<file path="config.mk">
export PLATFORM = sky130hd
export DESIGN_NAME = comparator_ncen_seq
export DESIGN_NICKNAME = d
export VERILOG_FILES = /design/src/rtl/comparator_ncen_seq.sv
export SDC_FILE = /design/constraint.sdc
export NUM_CORES = 1
export LEC_CHECK = 0
export CORE_ASPECT_RATIO = 1.25
export CORE_MARGIN = 3
export CORE_UTILIZATION = 50
export DETAILED_ROUTE_END_ITERATION = 12
export MAX_ROUTING_LAYER = met4
export PLACE_DENSITY = 0.87
export SLEW_MARGIN = 30
export SYNTH_ARGS = -nofsm -noshare
export SYNTH_HDL_FRONTEND = slang
export SYNTH_SLANG_ARGS = --single-unit
</file>
<file path="constraint.sdc">
create_clock -name clk -period 4.3 [get_ports clk]
set_input_delay 0.86 -clock clk [delete_from_list [all_inputs] [get_ports clk]]
set_output_delay 0.86 -clock clk [all_outputs]
set_load 0.02 [all_outputs]
</file>
<file path="src/rtl/comparator_ncen_seq.sv">
// Sequential winner-take-all comparator: streams NUM_CEN distances per frame, returns min and index.
// Optional runner-up outputs (out_min2/out_arg2) enabled by defining COMPARATOR_RUNNER_UP_EN.
module comparator_ncen_seq #(
    parameter int DATA_W  = 16,
    parameter int NUM_CEN = 8,
    parameter int IDX_W   = 3
) (
    input  logic              clk,
    input  logic              rst,
    input  logic              clear,
    input  logic [DATA_W-1:0] in_data,
    input  logic              in_valid,
    output logic              in_ready,
    output logic [DATA_W-1:0] out_min,
    output logic [IDX_W-1:0]  out_arg,
    output logic              out_valid,
`ifdef COMPARATOR_RUNNER_UP_EN
    output logic [DATA_W-1:0] out_min2,
    output logic [IDX_W-1:0]  out_arg2,
`endif
    input  logic              out_ready
);

    if (NUM_CEN < 2 || NUM_CEN > 256 || (1 << IDX_W) < NUM_CEN) begin : g_bad_params
        $error("comparator_ncen_seq: illegal NUM_CEN/IDX_W combination");
    end

    typedef enum logic {ACCUM, DONE} state_t;

    localparam logic [IDX_W:0] LAST = (IDX_W+1)'(NUM_CEN - 1);

    state_t            state;
    logic [IDX_W:0]    count;
    logic [DATA_W-1:0] run_min;
    logic [IDX_W-1:0]  run_arg;
    logic [DATA_W-1:0] nxt_min;
    logic [IDX_W-1:0]  nxt_arg;
    logic [IDX_W-1:0]  idx;
    logic              beat;
    logic              first;
    logic              less;

    assign in_ready = (state == ACCUM) && !rst;
    assign beat     = in_valid && in_ready;
    assign first    = (count == '0);
    assign idx      = count[IDX_W-1:0];
    assign less     = in_data < run_min;

    // Strict less-than keeps the lower index on ties.
    always_comb begin
        nxt_min = run_min;
        nxt_arg = run_arg;
        if (first) begin
            nxt_min = in_data;
            nxt_arg = '0;
        end else if (less) begin
            nxt_min = in_data;
            nxt_arg = idx;
        end
    end

`ifdef COMPARATOR_RUNNER_UP_EN
    logic [DATA_W-1:0] run_min2;
    logic [IDX_W-1:0]  run_arg2;
    logic [DATA_W-1:0] nxt_min2;
    logic [IDX_W-1:0]  nxt_arg2;

    always_comb begin
        nxt_min2 = run_min2;
        nxt_arg2 = run_arg2;
        if (first) begin
            nxt_min2 = '1;
            nxt_arg2 = '0;
        end else if (less) begin
            nxt_min2 = run_min;
            nxt_arg2 = run_arg;
        end else if (in_data < run_min2) begin
            nxt_min2 = in_data;
            nxt_arg2 = idx;
        end
    end

    always_ff @(posedge clk or posedge rst) begin
        if (rst) begin
            run_min2 <= '0;
            run_arg2 <= '0;
            out_min2 <= '0;
            out_arg2 <= '0;
        end else if (!clear && state == ACCUM && beat) begin
            run_min2 <= nxt_min2;
            run_arg2 <= nxt_arg2;
            if (count == LAST) begin
                out_min2 <= nxt_min2;
                out_arg2 <= nxt_arg2;
            end
        end
    end
`endif

    always_ff @(posedge clk or posedge rst) begin
        if (rst) begin
            state     <= ACCUM;
            count     <= '0;
            run_min   <= '0;
            run_arg   <= '0;
            out_min   <= '0;
            out_arg   <= '0;
            out_valid <= 1'b0;
        end else if (clear) begin
            state     <= ACCUM;
            count     <= '0;
            out_valid <= 1'b0;
        end else begin
            case (state)
                ACCUM: begin
                    if (beat) begin
                        run_min <= nxt_min;
                        run_arg <= nxt_arg;
                        if (count == LAST) begin
                            count     <= '0;
                            state     <= DONE;
                            out_valid <= 1'b1;
                            out_min   <= nxt_min;
                            out_arg   <= nxt_arg;
                        end else begin
                            count <= count + 1'b1;
                        end
                    end
                end
                DONE: begin
                    if (out_ready) begin
                        out_valid <= 1'b0;
                        state     <= ACCUM;
                    end
                end
                default: state <= ACCUM;
            endcase
        end
    end

endmodule

</file>
Word-level counts from Yosys, hierarchy flattened:

Index checks and enable logic that the tools add are counted.

* bits in registers: 44
* input port bits: 21
* output and inout bits: 21

* add/sub/neg operators: 1
* mux-type cells: 18
* order comparisons: 1
* equal/unequal tests: 5
* reduce and logical (&&, ||, !) cells: 9
* bitwise operators: 2

Operators with widths (number)
* two-way mux 16 bit: 2
* < comparator 16 bit: 1
* two-way mux 4 bit: 4
* two-way mux 1 bit: 8
* two-way mux 3 bit: 2
* != test 3 bit (second input constant): 2
* AND reduction 3 bit: 2
* adder 4 x 1 -> 4 bit (second input constant): 1
* == test 4 x 3 -> 1 bit (second input constant): 1
* zero test 4 bit: 1
* case mux 1 bit (2 select lines): 2
* AND reduction 4 bit: 1
* != test 3 x 2 -> 1 bit (second input constant): 1
* logical AND 1 bit: 2
* != test 2 bit (second input constant): 1
* NOT 1 bit: 2
* AND reduction 2 bit: 1
* nonzero test 2 bit: 1
* zero test 1 bit: 1

Depth between registers and ports, before layout:

* depth after elaboration: 6
* mapped depth: 9
* mapped depth without buffers: 8

Worst setup path after synthesis:

No wires, ideal clock.

* path kind: input to register
* start: input port in_data[15]
* end: register out_min[10]
* path slack: 1.485 ns
* path buffers: 1
* arrival time: 2.692 ns
* setup time: 0.123 ns
* cell stages on the path: 8
* path through: ha_1 -> nand4_1 -> nor3_2 -> or4b_4 -> a31oi_4 -> buf_8 -> mux2i_1 -> a21oi_1

* longest elaborated chain between the ends: 3

Ends and longest elaborated chain
* from (decl): line 11 `input logic [DATA_W-1:0] in_data,`
* < comparator 16 bit: line 47 `assign less = in_data < run_min;`
* two-way mux 16 bit: line 56 `end else if (less) begin`
* two-way mux 16 bit: line 53 `if (first) begin`
* to (signal assigned): line 123 `out_min <= nxt_min;`
* to (decl): line 14 `output logic [DATA_W-1:0] out_min,`

Every way passes these cells.
A chain may end at the register's enable or synchronous reset.

Final worst setup path:

* start: input port in_data[15]
* end: register out_min[7]

Same word-level chain as after synthesis.

==> impl_results.rst <==
.. list-table::
   :header-rows: 1

   * - Metric
     - Value
   * - Run status
     - completed
   * - Total wirelength of the detailed-routed design
     - 4.808 mm
   * - Cell Count Post-Placement
     - 335
   * - Synthesis-to-finish area growth
     - 22.67%
   * - Post-DP HPWL
     - 3.414 mm
   * - Summed instance area of the synthesized netlist
     - 2367 µm²
   * - Count of state elements after synthesis
     - 44
   * - Global-route wire length before repair
     - 8.355 mm
   * - Post-CTS setup buffers
     - 0
   * - Arr. time, crit path
     - 3.58 ns
   * - Vias per Instance
     - 5.353
   * - Row count
     - 27
   * - Yosys synthesis warning count
     - 0
   * - Buf/Inv on CP
     - 2
   * - Total leakage power
     - 1.286 nW
   * - Area of the placeable core
     - 4493 µm²
   * - Seq/Total Area, Yosys
     - 46.51%
   * - Leading post-synthesis cells by cell area
     - dfrtp_1 47%, ha_1 9.0%, mux2i_1 7.6%
   * - Crit-path slowest cell
     - or4b_4
   * - Cell count of the worst reg-to-reg path
     - 9
   * - Worst-skew pair later-pin latency
     - 0.30 ns
   * - Final #Nets
     - 322
   * - Number of iterations in the first detailed-routing pass
     - 4
   * - Maximum level of the CTS H-tree
     - 2
   * - Detailed-route via count
     - 1836
   * - Slew Viols, Final
     - 0
   * - Hold path startpoint
     - out_arg[0]
   * - DRC Markers
     - 0
   * - Critical path required time
     - 4.48 ns
   * - Post-cts sizing count
     - 0
   * - Number of sinks driven by the clock tree
     - 44
   * - Share of the synthesized area in the top cell type
     - 46.51%
   * - Post-Synthesis Net Count
     - 278
   * - Biggest cell delay along the critical path
     - 0.51 ns
   * - Die area
     - 5602 µm²
   * - Total routing usage reported by global routing
     - 19.55%
   * - Hold_buf cts
     - 0
   * - Setup tns final
     - 0 ns
   * - Number of global-route vias before repair
     - 1897
   * - Ant diodes
     - 0
   * - Antenna violation net count after detailed routing
     - 0
   * - Worst hold slack across all endpoints
     - 0.5058 ns
   * - Final cell count without fillers
     - 343
   * - Count of flip-flops with a built-in enable after synthesis
     - 0
   * - Routed len/inst
     - 14.02 µm
   * - Capturing point of the worst reg2reg path
     - out_min[7]
   * - Unrepaired setup endpoints after global routing
     - no
   * - Initial antenna violation count
     - 0
   * - Skew final
     - 0.008894 ns
   * - Layout cell share with drive strength beyond 1
     - 6.667%
   * - Period Utilization, post-route
     - 79.03%
   * - Fillers
     - 362
   * - Most frequent cells in the layout
     - 44 x dfrtp_1, 41 x clkdlybuf4s50_1, 29 x nand2_1, 28 x a21oi_1, 25 x nor2_1
   * - Clock tree from TritonCTS
     - built
   * - Clock root buffer
     - clkbuf_8
   * - Maximum buffer depth of the clock tree
     - 2
   * - Fmax
     - 294.3 MHz
   * - Power density cells
     - 348.5 nW/µm²
   * - Mean post-synth cell area
     - 9.864 µm²
   * - Pin count of the biggest net entering global routing
     - 45
   * - Number of buffers inserted during clock tree synthesis
     - 5
   * - Worst slew margin relative to its limit
     - 63.37%
   * - Startpoint of the worst setup timing path
     - in_data[15]
   * - Async S/R FF share, synth
     - 100.0%
   * - Starting density of the core
     - 52.69%
   * - Worst Hold Endpoint
     - out_arg[0]
   * - Primary flip-flop cell chosen by synthesis mapping
     - dfrtp_1
   * - Critical Path Start Type
     - input pin
   * - Max rail drop VDD
     - 288.8 µV
   * - Type of the tightest min-delay check
     - register to register
   * - Overflow after GRT
     - 0
   * - Final Setup Violations
     - 0
   * - Die outline height
     - 82.93 µm
   * - Detailed router's first-iteration violation count
     - 107
   * - Die width
     - 67.55 µm
   * - Dominant cell type by area after synthesis
     - dfrtp_1
   * - Number of maximum-capacitance violations
     - 0
   * - Kind of cell adding the most delay to the critical path
     - simple AND/OR/NAND/NOR gates
   * - Worst-path fanout max
     - 19
   * - List of cells traversed by the critical path
     - clkdlybuf4s50_1 > ha_1 > nand4_1 > nor3_2 > or4b_4 > a31oi_4 > buf_4 > mux2i_1 > a21oi_1
   * - Count of mapped cells out of synthesis
     - 240
   * - Register-to-register setup slack
     - 1.56 ns
   * - Boundary pin count
     - 42
   * - Minimum clock period
     - 3.398 ns
   * - Hold Path Cell Cnt
     - 2
   * - Worst-Margin Slew
     - 0.5495 ns
   * - Number of I/O port buffers
     - 41
   * - Worst reg2reg path startpoint
     - run_min[15]
   * - Clock edge transition at the registers on the reported setup and hold paths
     - 0.09 ns
   * - Final number of hold-violating endpoints
     - 0
   * - Kind of end point of the critical path
     - register
   * - Most common library cell in the layout ignoring fill and taps
     - dfrtp_1
   * - Critical path class
     - input pin to register
   * - Routability-driven placement congestion ratio
     - 0.8261
   * - Netlist cell types
     - 37
==> sequential cells by signal, indices dropped and copies added (netlist names) <==
| register | flops |
|---|---|
| out_valid | 1 |
| run_min | 16 |
| out_min | 16 |
| state | 1 |
| run_arg | 3 |
| count | 4 |
| out_arg | 3 |
==> per-stage QoR <==
step	total power, mW	setup slack, ns	utilization (%)	area, µm²
floorplan	0.6353	1.485	-	2367
global placement	0.6887	0.6897	62.16	2793
detailed placement	0.6988	0.6093	62.16	2793
CTS	1.021	0.9139	64.63	2904
global route	1.068	0.7381	64.63	2904
finish	1.012	0.9016	64.63	2904
==> tightest hold or removal path: cells and delay by family (launching register included) <==
kind | cells | cell delay, ns
DFF | 1 | 0.36
AOI/OAI and AO/OA | 1 | 0.06
and+or+nand+nor | 1 | 0.05
==> cells by family after synthesis <==
logic type      count (synthesis)  share of synthesized area [%]
xor+xnor                        1                         0.3700
simple gates                   72                          14.06
flops                          44                          46.51
mux                            19                          8.087
buf+inv                        31                          7.505
fa+ha+maj                      17                          8.985
compound gates                 56                          14.48
==> how the worst max path moves through the flow <==
| stage | end | slack, ns | cells after the start |
|---|---|---|---|
| 6_report | out_min[7] | 0.90 | 9 |
| 5_1_grt | out_min[9] | 0.74 | 9 |
| 4_1_cts | out_min[7] | 0.91 | 9 |
| 3_5_place_dp | out_min[7] | 0.61 | 9 |
| 3_3_place_gp | out_min[15] | 0.69 | 9 |
| 2_1_floorplan | out_min[10] | 1.49 | 8 |
==> cells in the mapped netlist (3+ instances only) <==
cell / instances
o21ai_0: 6
dfrtp_1: 44
ha_1: 17
o22ai_1: 15
clkbuf_8: 3
inv_1: 22
mux2i_1: 18
a21oi_1: 28
nand2_1: 29
nor2_1: 25
==> final cells by class <==
class | instances | area [µm²] | area share (%)
repair buffers | 46 | 447.9 | 15.42
well taps | 58 | 72.57 | 2.499
clock inverters | 3 | 42.54 | 1.465
clock buffers | 5 | 68.82 | 2.370
inverters | 22 | 82.58 | 2.844
multi-input cells | 165 | 1089 | 37.48
flip-flops and latches | 44 | 1101 | 37.91
==> power by group <==
part           internal (mW)  leakage, nW  switching (mW)
clock                  0.172       0.0541           0.147
combinational          0.102        0.646           0.121
sequential             0.450        0.585          0.0200
==> metal layers <==
| metal | vias to the layer above | track usage [%] | routed length (µm) |
|---|---|---|---|
| met5 | - | - | 0 |
| met4 | 0 | 6.089 | 65 |
| met3 | 7 | 3.654 | 175 |
| met2 | 34 | 32.15 | 2448 |
| met1 | 881 | 23.77 | 2119 |
| li1 | 914 | - | - |
(Power assumes the default switching activity.)
